**config.mk**
```make
export PLATFORM = sky130hd
export DESIGN_NAME = decode_stage_buf
export DESIGN_NICKNAME = d
export VERILOG_FILES = /design/src/rtl/decode_stage_buf.sv
export SDC_FILE = /design/constraint.sdc
export NUM_CORES = 1
export LEC_CHECK = 0
export BUFFER_PORTS_ARGS = -buffer_cell sky130_fd_sc_hd__buf_2
export CORE_MARGIN = 10
export CORE_UTILIZATION = 29
export DETAILED_ROUTE_END_ITERATION = 8
export GPL_TIMING_DRIVEN = 0
export PLACE_DENSITY = 0.56
export SYNTH_ARGS = -nofsm -noshare
export SYNTH_HDL_FRONTEND = slang
export SYNTH_SLANG_ARGS = --single-unit
```
**constraint.sdc**
```tcl
create_clock -name clk_in -period 3.1 [get_ports clk_in]
set_input_delay 0.155 -clock clk_in [delete_from_list [all_inputs] [get_ports clk_in]]
set_output_delay 0.155 -clock clk_in [all_outputs]
set_load 0.01 [all_outputs]
```
**src/rtl/decode_stage_buf.sv**
```systemverilog
// RV32I decode stage: decodes each instruction accepted from the InstQueue, tags it with its PC
// and queues the record in a small FIFO toward the Dispatcher, with flush for mispredict recovery.
`ifndef OP_TYPE_WIDTH
`define OP_TYPE_WIDTH 3
`endif
`ifndef OP_WIDTH
`define OP_WIDTH 6
`endif
`ifndef REG_WIDTH
`define REG_WIDTH 5
`endif

module decode_stage_buf #(
  parameter int DEPTH    = 2,
  parameter int PC_WIDTH = 32
) (
  input  logic                       clk_in,
  input  logic                       rst_n_in,
  input  logic                       rdy_in,
  input  logic                       flush_in,
  input  logic                       iq_valid_in,
  output logic                       iq_ready_out,
  input  logic [31:0]                inst_iq_in,
  input  logic [PC_WIDTH-1:0]        pc_iq_in,
  output logic                       dp_valid_out,
  input  logic                       dp_ready_in,
  output logic [`OP_TYPE_WIDTH-1:0]  op_type_dp_out,
  output logic [`OP_WIDTH-1:0]       opcode_dp_out,
  output logic [`REG_WIDTH-1:0]      rs1_dp_out,
  output logic [`REG_WIDTH-1:0]      rs2_dp_out,
  output logic [`REG_WIDTH-1:0]      rd_dp_out,
  output logic [31:0]                imm_dp_out,
  output logic [PC_WIDTH-1:0]        pc_dp_out,
  output logic                       illegal_dp_out,
  output logic [$clog2(DEPTH):0]     count_out
);
  localparam int PTR_W = (DEPTH > 1) ? $clog2(DEPTH) : 1;
  localparam int CNT_W = $clog2(DEPTH) + 1;

  localparam logic [`OP_TYPE_WIDTH-1:0] OPT_NOP = 3'd0, OPT_ARITH = 3'd1, OPT_BRANCH = 3'd2,
                                        OPT_LOAD = 3'd3, OPT_STORE = 3'd4;
  localparam logic [`OP_WIDTH-1:0]
    OP_NOP = 6'd0, OP_LUI = 6'd1, OP_AUIPC = 6'd2, OP_JAL = 6'd3, OP_JALR = 6'd4,
    OP_BEQ = 6'd5, OP_BNE = 6'd6, OP_BLT = 6'd7, OP_BGE = 6'd8, OP_BLTU = 6'd9, OP_BGEU = 6'd10,
    OP_LB = 6'd11, OP_LH = 6'd12, OP_LW = 6'd13, OP_LBU = 6'd14, OP_LHU = 6'd15,
    OP_SB = 6'd16, OP_SH = 6'd17, OP_SW = 6'd18,
    OP_ADDI = 6'd19, OP_SLTI = 6'd20, OP_SLTIU = 6'd21, OP_XORI = 6'd22, OP_ORI = 6'd23,
    OP_ANDI = 6'd24, OP_SLLI = 6'd25, OP_SRLI = 6'd26, OP_SRAI = 6'd27,
    OP_ADD = 6'd28, OP_SUB = 6'd29, OP_SLL = 6'd30, OP_SLT = 6'd31, OP_SLTU = 6'd32,
    OP_XOR = 6'd33, OP_SRL = 6'd34, OP_SRA = 6'd35, OP_OR = 6'd36, OP_AND = 6'd37;

  typedef struct packed {
    logic [`OP_TYPE_WIDTH-1:0] op_type;
    logic [`OP_WIDTH-1:0]      opcode;
    logic [`REG_WIDTH-1:0]     rs1;
    logic [`REG_WIDTH-1:0]     rs2;
    logic [`REG_WIDTH-1:0]     rd;
    logic [31:0]               imm;
    logic [PC_WIDTH-1:0]       pc;
    logic                      illegal;
  } rec_t;

  rec_t             mem_q [DEPTH];
  logic [PTR_W-1:0] wr_ptr_q, wr_ptr_d, rd_ptr_q, rd_ptr_d;
  logic [CNT_W-1:0] count_q, count_d;
  logic             push_s, pop_s;

  logic [6:0]  opc_s, f7_s;
  logic [2:0]  f3_s;
  logic [31:0] imm_i_s, imm_s_s, imm_b_s, imm_u_s, imm_j_s;
  logic [`OP_TYPE_WIDTH-1:0] dec_type_s;
  logic [`OP_WIDTH-1:0]      dec_op_s;
  logic [`REG_WIDTH-1:0]     dec_rs1_s, dec_rs2_s, dec_rd_s;
  logic [31:0]               dec_imm_s;
  logic                      dec_bad_s;
  rec_t                      dec_s, head_s;

  assign opc_s   = inst_iq_in[6:0];
  assign f3_s    = inst_iq_in[14:12];
  assign f7_s    = inst_iq_in[31:25];
  assign imm_i_s = {{20{inst_iq_in[31]}}, inst_iq_in[31:20]};
  assign imm_s_s = {{20{inst_iq_in[31]}}, inst_iq_in[31:25], inst_iq_in[11:7]};
  assign imm_b_s = {{19{inst_iq_in[31]}}, inst_iq_in[31], inst_iq_in[7], inst_iq_in[30:25],
                    inst_iq_in[11:8], 1'b0};
  assign imm_u_s = {inst_iq_in[31:12], 12'h000};
  assign imm_j_s = {{11{inst_iq_in[31]}}, inst_iq_in[31], inst_iq_in[19:12], inst_iq_in[20],
                    inst_iq_in[30:21], 1'b0};

  // Instruction decode into a record; illegal encodings collapse to a NOP that keeps its PC
  always_comb begin
    dec_type_s = OPT_NOP;
    dec_op_s   = OP_NOP;
    dec_rs1_s  = 5'd0;
    dec_rs2_s  = 5'd0;
    dec_rd_s   = 5'd0;
    dec_imm_s  = 32'd0;
    dec_bad_s  = 1'b0;
    case (opc_s)
      7'b0110111: begin dec_type_s = OPT_ARITH; dec_op_s = OP_LUI; dec_rd_s = inst_iq_in[11:7]; dec_imm_s = imm_u_s; end
      7'b0010111: begin dec_type_s = OPT_ARITH; dec_op_s = OP_AUIPC; dec_rd_s = inst_iq_in[11:7]; dec_imm_s = imm_u_s; end
      7'b1101111: begin dec_type_s = OPT_BRANCH; dec_op_s = OP_JAL; dec_rd_s = inst_iq_in[11:7]; dec_imm_s = imm_j_s; end
      7'b1100111: begin
        dec_type_s = OPT_BRANCH; dec_op_s = OP_JALR; dec_imm_s = imm_i_s;
        dec_rs1_s  = inst_iq_in[19:15]; dec_rd_s = inst_iq_in[11:7];
        dec_bad_s  = (f3_s != 3'b000);
      end
      7'b1100011: begin
        dec_type_s = OPT_BRANCH; dec_imm_s = imm_b_s;
        dec_rs1_s  = inst_iq_in[19:15]; dec_rs2_s = inst_iq_in[24:20];
        case (f3_s)
          3'b000:  dec_op_s = OP_BEQ;
          3'b001:  dec_op_s = OP_BNE;
          3'b100:  dec_op_s = OP_BLT;
          3'b101:  dec_op_s = OP_BGE;
          3'b110:  dec_op_s = OP_BLTU;
          3'b111:  dec_op_s = OP_BGEU;
          default: dec_bad_s = 1'b1;
        endcase
      end
      7'b0000011: begin
        dec_type_s = OPT_LOAD; dec_imm_s = imm_i_s;
        dec_rs1_s  = inst_iq_in[19:15]; dec_rd_s = inst_iq_in[11:7];
        case (f3_s)
          3'b000:  dec_op_s = OP_LB;
          3'b001:  dec_op_s = OP_LH;
          3'b010:  dec_op_s = OP_LW;
          3'b100:  dec_op_s = OP_LBU;
          3'b101:  dec_op_s = OP_LHU;
          default: dec_bad_s = 1'b1;
        endcase
      end
      7'b0100011: begin
        dec_type_s = OPT_STORE; dec_imm_s = imm_s_s;
        dec_rs1_s  = inst_iq_in[19:15]; dec_rs2_s = inst_iq_in[24:20];
        case (f3_s)
          3'b000:  dec_op_s = OP_SB;
          3'b001:  dec_op_s = OP_SH;
          3'b010:  dec_op_s = OP_SW;
          default: dec_bad_s = 1'b1;
        endcase
      end
      7'b0010011: begin
        dec_type_s = OPT_ARITH; dec_imm_s = imm_i_s;
        dec_rs1_s  = inst_iq_in[19:15]; dec_rd_s = inst_iq_in[11:7];
        case (f3_s)
          3'b000:  dec_op_s = OP_ADDI;
          3'b010:  dec_op_s = OP_SLTI;
          3'b011:  dec_op_s = OP_SLTIU;
          3'b100:  dec_op_s = OP_XORI;
          3'b110:  dec_op_s = OP_ORI;
          3'b111:  dec_op_s = OP_ANDI;
          3'b001: begin
            dec_op_s  = OP_SLLI;
            dec_imm_s = {27'd0, inst_iq_in[24:20]};
            dec_bad_s = (f7_s != 7'b0000000);
          end
          3'b101: begin
            dec_op_s  = inst_iq_in[30] ? OP_SRAI : OP_SRLI;
            dec_imm_s = {27'd0, inst_iq_in[24:20]};
          end
          default: dec_bad_s = 1'b1;
        endcase
      end
      7'b0110011: begin
        dec_type_s = OPT_ARITH;
        dec_rs1_s  = inst_iq_in[19:15]; dec_rs2_s = inst_iq_in[24:20]; dec_rd_s = inst_iq_in[11:7];
        if (f7_s == 7'b0000000) begin
          case (f3_s)
            3'b000:  dec_op_s = OP_ADD;
            3'b001:  dec_op_s = OP_SLL;
            3'b010:  dec_op_s = OP_SLT;
            3'b011:  dec_op_s = OP_SLTU;
            3'b100:  dec_op_s = OP_XOR;
            3'b101:  dec_op_s = OP_SRL;
            3'b110:  dec_op_s = OP_OR;
            default: dec_op_s = OP_AND;
          endcase
        end else if (f7_s == 7'b0100000 && f3_s == 3'b000) begin
          dec_op_s = OP_SUB;
        end else if (f7_s == 7'b0100000 && f3_s == 3'b101) begin
          dec_op_s = OP_SRA;
        end else begin
          dec_bad_s = 1'b1;
        end
      end
      default: dec_bad_s = 1'b1;
    endcase

    dec_s.pc      = pc_iq_in;
    dec_s.illegal = dec_bad_s;
    if (dec_bad_s) begin
      dec_s.op_type = OPT_NOP;
      dec_s.opcode  = OP_NOP;
      dec_s.rs1     = 5'd0;
      dec_s.rs2     = 5'd0;
      dec_s.rd      = 5'd0;
      dec_s.imm     = 32'd0;
    end else begin
      dec_s.op_type = dec_type_s;
      dec_s.opcode  = dec_op_s;
      dec_s.rs1     = dec_rs1_s;
      dec_s.rs2     = dec_rs2_s;
      dec_s.rd      = dec_rd_s;
      dec_s.imm     = dec_imm_s;
    end
  end

  assign iq_ready_out = (count_q != CNT_W'(DEPTH)) && !flush_in;
  assign dp_valid_out = (count_q != {CNT_W{1'b0}});
  assign push_s       = iq_valid_in & iq_ready_out & rdy_in;
  assign pop_s        = dp_valid_out & dp_ready_in & rdy_in;

  // Pointer/occupancy next state; flush outranks push and pop
  always_comb begin
    wr_ptr_d = wr_ptr_q;
    rd_ptr_d = rd_ptr_q;
    count_d  = count_q;
    if (rdy_in && flush_in) begin
      wr_ptr_d = {PTR_W{1'b0}};
      rd_ptr_d = {PTR_W{1'b0}};
      count_d  = {CNT_W{1'b0}};
    end else begin
      wr_ptr_d = push_s ? wr_ptr_q + PTR_W'(1) : wr_ptr_q;
      rd_ptr_d = pop_s  ? rd_ptr_q + PTR_W'(1) : rd_ptr_q;
      case ({push_s, pop_s})
        2'b10:   count_d = count_q + CNT_W'(1);
        2'b01:   count_d = count_q - CNT_W'(1);
        default: count_d = count_q;
      endcase
    end
  end

  // State and record storage registers
  always_ff @(posedge clk_in or negedge rst_n_in) begin
    if (!rst_n_in) begin
      wr_ptr_q <= {PTR_W{1'b0}};
      rd_ptr_q <= {PTR_W{1'b0}};
      count_q  <= {CNT_W{1'b0}};
      for (int i = 0; i < DEPTH; i++) mem_q[i] <= '0;
    end else begin
      wr_ptr_q <= wr_ptr_d;
      rd_ptr_q <= rd_ptr_d;
      count_q  <= count_d;
      if (push_s) mem_q[wr_ptr_q] <= dec_s;
    end
  end

  // Head record, forced to an all-zero NOP while empty
  always_comb begin
    if (dp_valid_out) begin
      head_s = mem_q[rd_ptr_q];
    end else begin
      head_s = '0;
    end
  end

  assign op_type_dp_out = head_s.op_type;
  assign opcode_dp_out  = head_s.opcode;
  assign rs1_dp_out     = head_s.rs1;
  assign rs2_dp_out     = head_s.rs2;
  assign rd_dp_out      = head_s.rd;
  assign imm_dp_out     = head_s.imm;
  assign pc_dp_out      = head_s.pc;
  assign illegal_dp_out = head_s.illegal;
  assign count_out      = count_q;
endmodule

```
Yosys cells after proc, flatten, opt, wreduce, memory -nomap -nowiden

Index checks and enable logic that the tools add are counted.

Flip-flop bits (word level): 182
Bits of input ports: 70
Output and inout port bits: 93
Word-level logic and storage cells: 116

$add $sub $neg: 4
Order comparisons: 3
Equal/unequal tests: 20
Muxes and demuxes: 38
Bitwise logic cells: 6
Reductions and logical operators: 26

Operators by type and width:

| kind                                                 | number |
|---|---|
| two-way mux 89 bit                                   | 5 |
| case mux 32 bit (6 select lines)                     | 1 |
| bitwise mux 178 bit                                  | 1 |
| demux 89 bit (select 1 bit)                          | 1 |
| two-way mux 56 bit                                   | 1 |
| case mux 6 bit (9 select lines)                      | 1 |
| case mux 6 bit (8 select lines)                      | 1 |
| case mux 6 bit (7 select lines)                      | 1 |
| two-way mux 32 bit                                   | 1 |
| equality test 7 x 6 -> 1 bit (second input constant) | 4 |
| case mux 4 bit (6 select lines)                      | 1 |
| equality test 7 bit (second input constant)          | 3 |
| case mux 4 bit (5 select lines)                      | 1 |
| two-way mux 6 bit                                    | 3 |
| two-way mux 5 bit                                    | 3 |
| case mux 5 bit (3 select lines)                      | 1 |
| equality test 7 x 5 -> 1 bit (second input constant) | 2 |
| equality test 3 bit (second input constant)          | 4 |
| two-way mux 1 bit                                    | 12 |
| case mux 3 bit (4 select lines)                      | 1 |
| OR reduction 3 bit                                   | 4 |
| OR reduction 6 bit                                   | 2 |
| equality test 7 x 2 -> 1 bit (second input constant) | 1 |
| logical NOT 7 bit                                    | 1 |
| 25 further kinds                                     | 41 |

Logic depth before layout (Yosys ltp)

Gate-level depths: netlist of the first run.

Depth after elaboration: 8
Depth in mapped cells: 8
Gate-level depth less buffers: 6

Worst setup path after synthesis of the first run

Ideal clock, no wire load.

Path kind: reg2reg
Start: reg count_q[0] (netlist: count_out[0])
End: reg mem_q[10] (netlist bit)
Setup time: 0.125 ns
Data arrival time: 1.922 ns
Data required time: 2.975 ns
Slack: 1.054 ns
Cell stages (with the launch flop): 8
Path buffers: 3
Period minus slack after synthesis: 2.046 ns
Cell sequence: dfrtp_1 nand2b_1 and2_1 buf_2 nand4_1 clkbuf_1 buf_2 mux2_2

Cells in the longest elaborated chain, start to end: 4

RTL lines:

| item                          | RTL line | source |
|---|---|---|
| start, declared               | 65       | `logic [CNT_W-1:0] count_q, count_d;` |
| start signal, assigned        | 238      | `count_q <= {CNT_W{1'b0}};` |
| start signal, assigned        | 243      | `count_q <= count_d;` |
| != test 2 bit                 | 208      | `assign iq_ready_out = (count_q != CNT_W'(DEPTH)) && !flush_in;` |
| logical AND 1 bit             | 208      |  |
| via iq_ready_out              | 22       | `output logic iq_ready_out,` |
| AND 1 bit (2 in a row)        | 210      | `assign push_s = iq_valid_in & iq_ready_out & rdy_in;` |
| end signal, assigned by index | 244      | `if (push_s) mem_q[wr_ptr_q] <= dec_s;` |
| end, declared                 | 63       | `rec_t mem_q [DEPTH];` |

The timed path passes the listed nets, and every way through them passes these cells.
A chain may end at the register's enable or synchronous reset.

Worst setup path after layout of the first run

Start: reg rd_ptr_q
End: out imm_dp_out[6]

Cells in the longest elaborated chain, start to end: 5

RTL lines:

| item                                                  | RTL line | source |
|---|---|---|
| start, declared                                       | 64       | `logic [PTR_W-1:0] wr_ptr_q, wr_ptr_d, rd_ptr_q, rd_ptr_d;` |
| start signal, assigned                                | 237      | `rd_ptr_q <= {PTR_W{1'b0}};` |
| start signal, assigned                                | 242      | `rd_ptr_q <= rd_ptr_d;` |
| inverter 1 -> 2 bit (not written as such)             | 251      | `head_s = mem_q[rd_ptr_q];` |
| two-way mux 89 bit (not written as such) (3 in a row) | 251      |  |
| two-way mux 89 bit                                    | 250      | `if (dp_valid_out) begin` |
| end, declared                                         | 32       | `output logic [31:0] imm_dp_out,` |

No other way between the ends. The select of a mux whose other input is x is not followed.

==> results.md, run 1 <==
- CTS root buf: clkbuf_16
- Post-detailed-route wirelength per cell: 20.13 µm
- Detailed Route WL: 31.18 mm
- Total CTS buffers: 17
- DRT Pass-1 Iters: 5
- Post-route clock period utilization: 93.80%
- Core area: 31,470 µm²
- Crit path largest cell delay: 0.69 ns
- Net Sw Frac: 32.85%
- Via count: 7,811
- Diode count: 0
- H-tree depth: 4
- WP data required: 2.94 ns
- Clk pin slew, worst setup/hold paths: 0.09 ns
- Max_slew headroom: 12.43%
- Area delta synth->final: 25.59%
- CTS tree: built
- Max Cap Viol: 0
- Starting DRT DRC Count: 520
- Die outline width: 198.6 µm
- Endpoints failing setup: 0
- P_int: 4.485 mW
- # nets final: 1,204
- Critical Path Slowest Stage Cell: buf_1
- Die span in y: 198.6 µm
- Clock network fraction of total power: 34.2%
- Synth warn: 0
- Post-synth cell types: 65
- Hold Violations, Final: 0
- Cells after Synth: 916
- Hold WS: 0.01577 ns
- Port Buffers: 157
- Psw: 2.194 mW
- Fill cell count: 3,195
- Vias per inst: 5.043
- CP delay by family, top: buffers and inverters
- Avg Inst Size Synth: 10.10 µm²
- DRC Markers: 0
- Detail Placement HPWL: 22.92 mm
- Number of global-route vias before repair: 7,965
- Tot Pwr: 6.679 mW
- Worst slew pin tran: 1.302 ns
- Most common cell after layout, fill and taps aside: dfrtp_1
- Critical Path End Type: primary output
- Worst-Skew Late Latency: 0.44 ns
- Net Count, Synth: 986
- I/O pin cnt: 163
- Post-synthesis sequential area ratio: 49.24%
- Critical path peak fanout: 10
- Top_reg_cell synth: dfrtp_1
- RSZ-0062 raised after global routing: false
- Post-route ant nets: 0
- Area after DPL: 10,580 µm²
- Critical path buffer and inverter count: 3
- Outcome: complete, no violations
- Most frequent cells in the layout: dfrtp_1, buf_2, nand2_1
- Startpoint Class: register
- First-pass GRT wire length: 47.72 mm
- Post-synth EDFFs: 0
- CTS max path bufs: 2
- Leakage: 5.312 nW
- Peak Freq: 343.9 MHz
- Clk sinks: 182
- Initial core utilization: 29.39%
- Antenna violations before repair: 1
- Crit path DAT: 2.75 ns
- Fin crit period: 2.908 ns
- Sequential Power Share: 43.3%
- Final Slew Violations: 0
- Die area: 39,440 µm²
- Clock Skews: 0.01649 ns
- Largest net degree at the start of global routing: 110
- Setup CP Type: reg -> out
- Power density over cell area: 575.0 nW/µm²
- Layout cells sized above 1: 24.67%
- Hold Crit Class: in -> reg
- Final GP Congestion: 0.9140
- Comb power frac: 22.4%
- Mapped cell area: 9249 µm²
- Critical path cell sequence: clkbuf_1 -> buf_1 -> mux2i_1 -> nor2_1 -> buf_2
- Post-synth ARST share: 100.0%
- Max VDD drop: 0.0004187 V
- Grt ovf: 0
- # rows: 65
- Final non-filler cell area: 11,620 µm²
- Seq cells post-synth: 182
- Total GRT Usage: 15.64%
[cells by family (layout without fill, tap and decap cells)]
kind of cell    after synthesis  after routing  share of synthesized area [%]
compound gates              204            204                          17.11
buf+inv                      89            320                          4.640
xor+xnor                      4              4                         0.3789
simple gates                313            313                          14.75
mux                         124            124                          13.88
flops                       182            182                          49.24
[path summary, 6_finish.rpt]
| check | cells after the start | end | startpoint | slack [ns] |
|---|---|---|---|---|
| min in group asynchronous | 2 | mem_q[96]$_DFFE_PN0P_ | rst_n_in | 0.29 |
| worst min-delay path | 2 | mem_q[155]$_DFFE_PN0P_ | inst_iq_in[8] | 0.02 |
| max in group asynchronous | 3 | mem_q[126]$_DFFE_PN0P_ | rst_n_in | 1.82 |
| worst max register to register | 7 | mem_q[1]$_DFFE_PN0P_ | count_out[0]$_DFFE_PN0P_ | 0.43 |
| worst max-delay path | 5 | imm_dp_out[6] | rd_ptr_q$_DFFE_PN0P_ | 0.19 |
| worst min register to register | 2 | mem_q[118]$_DFFE_PN0P_ | mem_q[118]$_DFFE_PN0P_ | 0.48 |
[per-layer routing]
layer  vias to the layer above  part of all wire [%]  global-route usage, %
met3                        30                   5.5                  3.633
li1                       3700                     -                      -
met2                       224                    46                  25.15
met5                         -                 0.064                      0
met1                      3855                    46                  20.67
met4                         2                   1.6                  4.012
[worst register-to-register path, cell delays in order, from the launching register on]
cell,delay (ns)
dfrtp_1,0.45
nand2b_1,0.18
and2_1,0.16
buf_2,0.15
nand4_1,0.24
clkbuf_1,0.58
buf_2,0.43
mux2_2,0.39
[power by group through the flow]
stage	clock [mW]	combinational [mW]	sequential, mW
floorplan	0	0.965	2.89
global placement	0	1.45	2.92
detailed placement	0	1.48	2.94
CTS	2.35	1.52	2.89
global route	2.44	1.65	2.94
finish	2.29	1.50	2.89
[sequential cells by signal (all words and copies together), names as in the netlist]
name and count:
wr_ptr_q 1, count_out 2, rd_ptr_q 1, mem_q 178
[layout make-up]
| cell class | instances | area [µm²] | area share (%) |
|---|---|---|---|
| Buffer | 77 | 385.4 | 3.318 |
| Clock buffer | 17 | 425.4 | 3.662 |
| Clock inverter | 15 | 206.4 | 1.777 |
| Inverter | 12 | 45.04 | 0.3878 |
| Multi-Input combinational cell | 645 | 4268 | 36.74 |
| Sequential cell | 182 | 4554 | 39.21 |
| Tap cell | 402 | 503.0 | 4.330 |
| Timing Repair Buffer | 199 | 1229 | 10.58 |
[metrics by stage]
step,utilization [%],setup WS (ns),TNS (ns),cells
after floorplan,-,1.054,0,916
after global placement,33.48,-1.225,-217.31,1475
after detailed placement,33.60,-0.05716,-0.1003,1476
after CTS,36.89,0.06411,0,1548
after global routing,36.91,0.03218,0,1549
final,36.91,0.1923,0,1549
[synthesized netlist by cell type, types with 3 or more instances]
cell | instances | area share, %
buf_2 | 13 | 0.70
buf_1 | 12 | 0.49
o21ai_1 | 17 | 0.92
inv_1 | 12 | 0.49
or3_1 | 6 | 0.41
xnor2_1 | 3 | 0.28
mux2_2 | 34 | 4.1
nand4_1 | 3 | 0.20
o21ai_2 | 19 | 1.8
nor2_1 | 104 | 4.2
nor3_1 | 7 | 0.38
o21ai_0 | 25 | 1.4
nand2_1 | 153 | 6.2
nor2b_1 | 5 | 0.34
clkbuf_1 | 41 | 1.7
a211oi_1 | 5 | 0.41
a22o_1 | 38 | 3.6
buf_6 | 8 | 0.97
dfrtp_1 | 182 | 49
o22ai_1 | 6 | 0.41
nor3b_1 | 3 | 0.24
nor4_1 | 7 | 0.47
o2111ai_1 | 3 | 0.28
mux2i_1 | 90 | 9.7
a21oi_1 | 29 | 1.6
nand2b_1 | 6 | 0.41
a32o_1 | 39 | 4.2
[what timing repair did]
action,CTS,global route
endpoints found under the setup margin,10,0
hold endpoints to repair,151,0
buffers inserted,0,0
gates resized for setup,2,0
hold buffers,40,0
(Power assumes the default switching activity.)
==> inputs of run 2 (changes only) <==
--- a/config.mk
+++ b/config.mk
@@ -6,7 +6,7 @@
 export NUM_CORES = 1
 export LEC_CHECK = 0
 export BUFFER_PORTS_ARGS = -buffer_cell sky130_fd_sc_hd__buf_2
-export CORE_MARGIN = 10
+export CAP_MARGIN = 0
 export CORE_UTILIZATION = 29
 export DETAILED_ROUTE_END_ITERATION = 8
 export GPL_TIMING_DRIVEN = 0
==> constraint.sdc (replaced) <==
create_clock -name clk_in -period 3.1 [get_ports clk_in]
set_input_delay 0.465 -clock clk_in [delete_from_list [all_inputs] [get_ports clk_in]]
set_output_delay 0.465 -clock clk_in [all_outputs]
set_load 0.01 [all_outputs]
==> run 2 against run 1 <==
- combinational power fell by 3%
- core utilization fell by 1.3 points
- setup slack improved by 0.0039 ns
- first-iteration DRC count fell by 11%
- via count fell by 1.5%
- critical path type unchanged
- largest power group unchanged
- sequential cell count did not move
- fmax rose by 0.13%
- clock skew fell by 0.0039 ns
==> results.md, run 2 (same netlist as run 1, synthesis figures left out) <==
- Outcome: complete, no violations
- Setup CP Type: reg -> out
- Global routing met1 resource utilization: 25.53%
- Gr busiest metal: met2
- WP data required: 2.63 ns
- H-tree depth: 4
- Initial core utilization: 29.39%
- Hold Crit Class: in -> async
- Reg-to-reg startpoint: count_out[0]$_DFFE_PN0P_
- Leakage: 5.161 nW
- Grt ovf: 0
- Final Slew Violations: 0
- Max VDD drop: 0.0003481 V
- Endpoints failing setup: 0
- Diode count: 0
- Power density over cell area: 582.3 nW/µm²
- Worst-Skew Late Latency: 0.44 ns
- Total GRT Usage: 18.34%
- Die span in y: 180.6 µm
- Post-route clock period utilization: 93.67%
- Detail Placement HPWL: 21.49 mm
- Largest register FFs: 178
- Critical path peak fanout: 10
- Die area: 32,610 µm²
- Starting DRT DRC Count: 464
- First-pass GRT wire length: 45.82 mm
- Area delta synth->final: 21.18%
- Port Buffers: 157
- Post-detailed-route wirelength per cell: 19.65 µm
- Met3 Use GR: 2.769%
- Startpoint Class: register
- Layout cells sized above 1: 26.31%
- Detailed Route WL: 29.64 mm
- Clock Skews: 0.01259 ns
- Worst slew pin tran: 1.433 ns
- Clk pin slew, worst setup/hold paths: 0.07 ns
- Total negative slack: 0 ns
- Die outline width: 180.6 µm
- Hold WS: 0.04265 ns
- Largest net degree at the start of global routing: 98
- Critical Path End Type: primary output
- Crit path DAT: 2.44 ns
- Worst Setup SP: rd_ptr_q$_DFFE_PN0P_
- Total CTS buffers: 17
- R2R depth: 7
- I/O pin cnt: 163
- Core area: 31,470 µm²
- Fin crit period: 2.904 ns
- RSZ-0062 raised after global routing: false
- Max_slew headroom: 3.608%
- CTS tree: built
- DRT Pass-1 Iters: 5
- CTS max path bufs: 2
- Most common cell after layout, fill and taps aside: dfrtp_1
- Most frequent cells in the layout: dfrtp_1, buf_2, nand2_1
- Via count: 7,697
- Clk sinks: 182
- CTS root buf: clkbuf_16
- Post-route ant nets: 0
- Peak Freq: 344.4 MHz
- Vias per inst: 5.104
- Hold_buf cts: 0
- Final GP Congestion: 0.9158
- Number of global-route vias before repair: 7,647
- Antenna violations before repair: 0
- # nets final: 1,163
- Hold Violations, Final: 0
- Biggest register: mem_q
- Max Cap Viol: 0
- # rows: 65
- DRC Markers: 0
- GR Util met2: 29.52%
[run 2: changes by cell type in the layout (fill, tap and decap cells not counted), moves of 4 or more]
cell / change
dlygate4sd3_1: -40
buf_1: -7
clkbuf_2: +5
inv_12: -4
[run 2: area by class of cell]
type                       count  area (µm²)
fill                        3224       20270
sequential                   182        4554
clock buffer                  17       425.4
tap                          402       503.0
buffer                        77       409.1
clock inverter                15       175.2
inverter                      12       45.04
multi-input combinational    645        4273
timing repair buffer         158       823.3
[run 2: critical path, stage by stage, from the launching register on]
cell and delay (ns):
dfrtp_1 0.34, clkbuf_1 0.51, clkdlybuf4s15_2 0.57, mux2i_1 0.15, nor2_1 0.23, buf_2 0.19
[run 2: through the flow]
stage / instance area [µm²] / utilization [%] / total power [mW] / std cells / worst slack, ns
finish: 11210 / 35.61 / 6.526 / 1508 / 0.1962
global placement: 10540 / 33.48 / 4.363 / 1475 / -1.499
detailed placement: 10580 / 33.60 / 4.414 / 1476 / -0.3422
CTS: 11200 / 35.58 / 6.614 / 1508 / -0.05201
floorplan: 9249 / - / 3.858 / 916 / 1.012
global route: 11210 / 35.61 / 6.885 / 1508 / 0.05415
[run 2: routing by layer]
layer / routed length, µm / share of wire (%)
met1: 13920 / 47
met2: 13810 / 47
met3: 1365 / 4.6
met4: 543 / 1.8
met5: 0 / 0
[run 2: worst paths after layout]
kind	endpoint	slack (ns)
hold reg to reg	mem_q[118]$_DFFE_PN0P_	0.48
max in group asynchronous	mem_q[35]$_DFFE_PN0P_	2.13
hold / removal	mem_q[8]$_DFFE_PN0P_	0.04
setup reg to reg	mem_q[1]$_DFFE_PN0P_	0.34
setup / recovery	imm_dp_out[6]	0.20
min in group clk_in	mem_q[109]$_DFFE_PN0P_	0.24
[run 2: what timing repair did]
action | in CTS | in global routing
endpoints found under the setup margin | 57 | 39
gates cloned | 0 | 0
setup buffers | 0 | 0
gates resized for setup | 9 | 9
hold endpoints to repair | 0 | 0
[run 2: where the power goes]
part | internal [mW] | switching (mW) | leakage, nW
registers | 2.72 | 0.178 | 2.43
logic | 0.608 | 0.843 | 2.44
clock network | 1.09 | 1.08 | 0.295
==> inputs of run 3 (changes only) <==
--- a/config.mk
+++ b/config.mk
@@ -8,8 +8,9 @@
 export BUFFER_PORTS_ARGS = -buffer_cell sky130_fd_sc_hd__buf_2
 export CAP_MARGIN = 0
 export CORE_UTILIZATION = 29
+export CTS_BUF_LIST = sky130_fd_sc_hd__clkbuf_8
 export DETAILED_ROUTE_END_ITERATION = 8
-export GPL_TIMING_DRIVEN = 0
+export GPL_TIMING_DRIVEN = 1
 export PLACE_DENSITY = 0.56
 export SYNTH_ARGS = -nofsm -noshare
 export SYNTH_HDL_FRONTEND = slang
==> run 3 against run 2 <==
- global-route usage decreased by 1.5 points
- count of clock-buffer cells in the layout increased by 1
- wire length decreased by 9.0%
- clock power decreased by 24%
- sequential cell count unchanged
- worst hold slack got worse by 0.0085 ns
- clock skew increased by 0.0092 ns
==> results.md, run 3 (same netlist as run 1, synthesis figures left out) <==
- Outcome: complete, no violations
- Worst slew pin tran: 0.8931 ns
- Clock Skews: 0.02179 ns
- Core area: 31,470 µm²
- Largest register FFs: 178
- FF/Latch Area: 4558 µm²
- Sequential Power Share: 49.2%
- Final GP Congestion: 0.8600
- Fin cells: 1,462
- Fill cell count: 3,197
- CTS tree: built
- Final Slew Violations: 0
- Max_slew headroom: 40.46%
- Total GRT Usage: 16.87%
- R2R depth: 5
- Vias per inst: 5.088
- Hold Violations, Final: 0
- Crit path largest cell delay: 0.66 ns
- Clk sinks: 182
- Grt ovf: 0
- First-pass GRT wire length: 43.04 mm
- Post-detailed-route wirelength per cell: 18.44 µm
- Biggest register: mem_q
- Peak Freq: 377.2 MHz
- Most common cell after layout, fill and taps aside: dfrtp_1
- Initial core utilization: 29.39%
- Layout cells sized above 1: 27.36%
- Reg-to-reg startpoint: count_out[0]$_DFFE_PN0P_
- Diode count: 0
- Critical Path Slowest Stage Cell: dfrtp_4
- Detail Placement HPWL: 18.50 mm
- Hold_buf cts: 0
- Port Buffers: 162
- Leakage: 5.019 nW
- Fin crit period: 2.651 ns
- Hold WS: 0.03418 ns
- Setup CP Type: reg -> out
- # rows: 65
- Reg2reg setup slack: 0.81 ns
- Starting DRT DRC Count: 499
- Critical path cell sequence: buf_4 -> mux2i_1 -> nor2_1 -> buf_2
- Area delta synth->final: 17.92%
- CTS-repair resized insts: 0
- Endpoints failing setup: 0
- P_int: 3.964 mW
- H-tree depth: 4
- Via count: 7,438
- Critical Path End Type: primary output
- Net Sw Frac: 33.20%
- Tot Pwr: 5.934 mW
- Max Cap Viol: 0
- # nets final: 1,117
- Detailed Route WL: 26.96 mm
- Total CTS buffers: 17
- Startpoint Class: register
- Clk pin slew, worst setup/hold paths: 0.10 ns
- Antenna violations before repair: 0
- Psw: 1.970 mW
- Largest net degree at the start of global routing: 74
- Max VDD drop: 0.0002406 V
- Hold Crit Class: in -> async
- Number of global-route vias before repair: 7,298
- Most frequent cells in the layout: dfrtp_1, buf_2, nand2_1
- Post-CTS Setup Inserts: 0
- Worst-Skew Late Latency: 0.48 ns
- Fin util: 34.65%
- Critical path peak fanout: 19
- WP data required: 2.63 ns
- Die span in y: 180.6 µm
- I/O pin cnt: 163
- Post-route ant nets: 0
- DRC Markers: 0
- Placed cells: 1,430
- Comb power frac: 22.9%
- Clock network fraction of total power: 27.9%
- Power density over cell area: 544.1 nW/µm²
- RSZ-0062 raised after global routing: false
- Crit path DAT: 2.19 ns
- CTS max path bufs: 2
- Die area: 32,610 µm²
- Post-route clock period utilization: 85.51%
- Die outline width: 180.6 µm
- CTS root buf: clkbuf_8
- Reg2reg end: mem_q[31]$_DFFE_PN0P_
- DRT Pass-1 Iters: 5
- Total negative slack: 0 ns
- Multi-input gate area: 4288 µm²
[run 3: cell count changes in the layout (fill, tap and decap cells not counted), sizes merged]
cell,delta
inv,-1
clkbuf,-43
clkdlybuf4s15,-2
[run 3: cell type report]
class	count	area share, %
flip-flops and latches	182	41.79
inverters	12	0.4130
clock inverters	14	1.560
multi-input cells	645	39.31
repair buffers	189	10.04
well taps	402	4.612
clock buffers	18	2.271
[run 3: worst max-delay path by stage]
| stage | cells past startpoint | to | slack, ns | start |
|---|---|---|---|---|
| 3_5_place_dp | 7 | mem_q[161]$_DFFE_PN0P_ | 0.59 | inst_iq_in[14] |
| 3_3_place_gp | 7 | mem_q[164]$_DFFE_PN0P_ | 0.59 | inst_iq_in[14] |
| 4_1_cts | 4 | rd_dp_out[0] | 0.40 | rd_ptr_q$_DFFE_PN0P_ |
| 6_report | 4 | opcode_dp_out[3] | 0.45 | rd_ptr_q$_DFFE_PN0P_ |
| 5_1_grt | 4 | opcode_dp_out[3] | 0.35 | rd_ptr_q$_DFFE_PN0P_ |
| 2_1_floorplan | 8 | mem_q[84]$_DFFE_PN0P_ | 1.01 | inst_iq_in[12] |
[run 3: through the flow]
| step | area (µm²) | setup slack (ns) |
|---|---|---|
| 2_1_floorplan | 9249 | 1.012 |
| 3_5_place_dp | 10490 | 0.5896 |
| 4_1_cts | 10910 | 0.3980 |
| 3_3_place_gp | 10490 | 0.5875 |
| 5_1_grt | 10910 | 0.3453 |
| 6_report | 10910 | 0.4492 |
[run 3: power groups by stage]
stage	clock (mW)	sequential (mW)	combinational, mW
2_1_floorplan	0	2.89	0.965
3_3_place_gp	0	2.96	1.35
3_5_place_dp	0	2.98	1.38
4_1_cts	1.72	2.93	1.38
5_1_grt	1.84	2.97	1.50
6_report	1.66	2.92	1.36
[run 3: per-layer routing]
| layer | GRT usage [%] | share of wire, % |
|---|---|---|
| met1 | 24.18 | 48 |
| met2 | 26.53 | 47 |
| met3 | 3.112 | 4.6 |
| met4 | 3.248 | 0.72 |
| met5 | 0 | 0 |
[run 3: critical path: cells and delay by family (launching register included)]
kind	cells	cell delay [ns]
buf+inv	2	0.57
flops	1	0.66
mux	1	0.39
simple gates	1	0.09
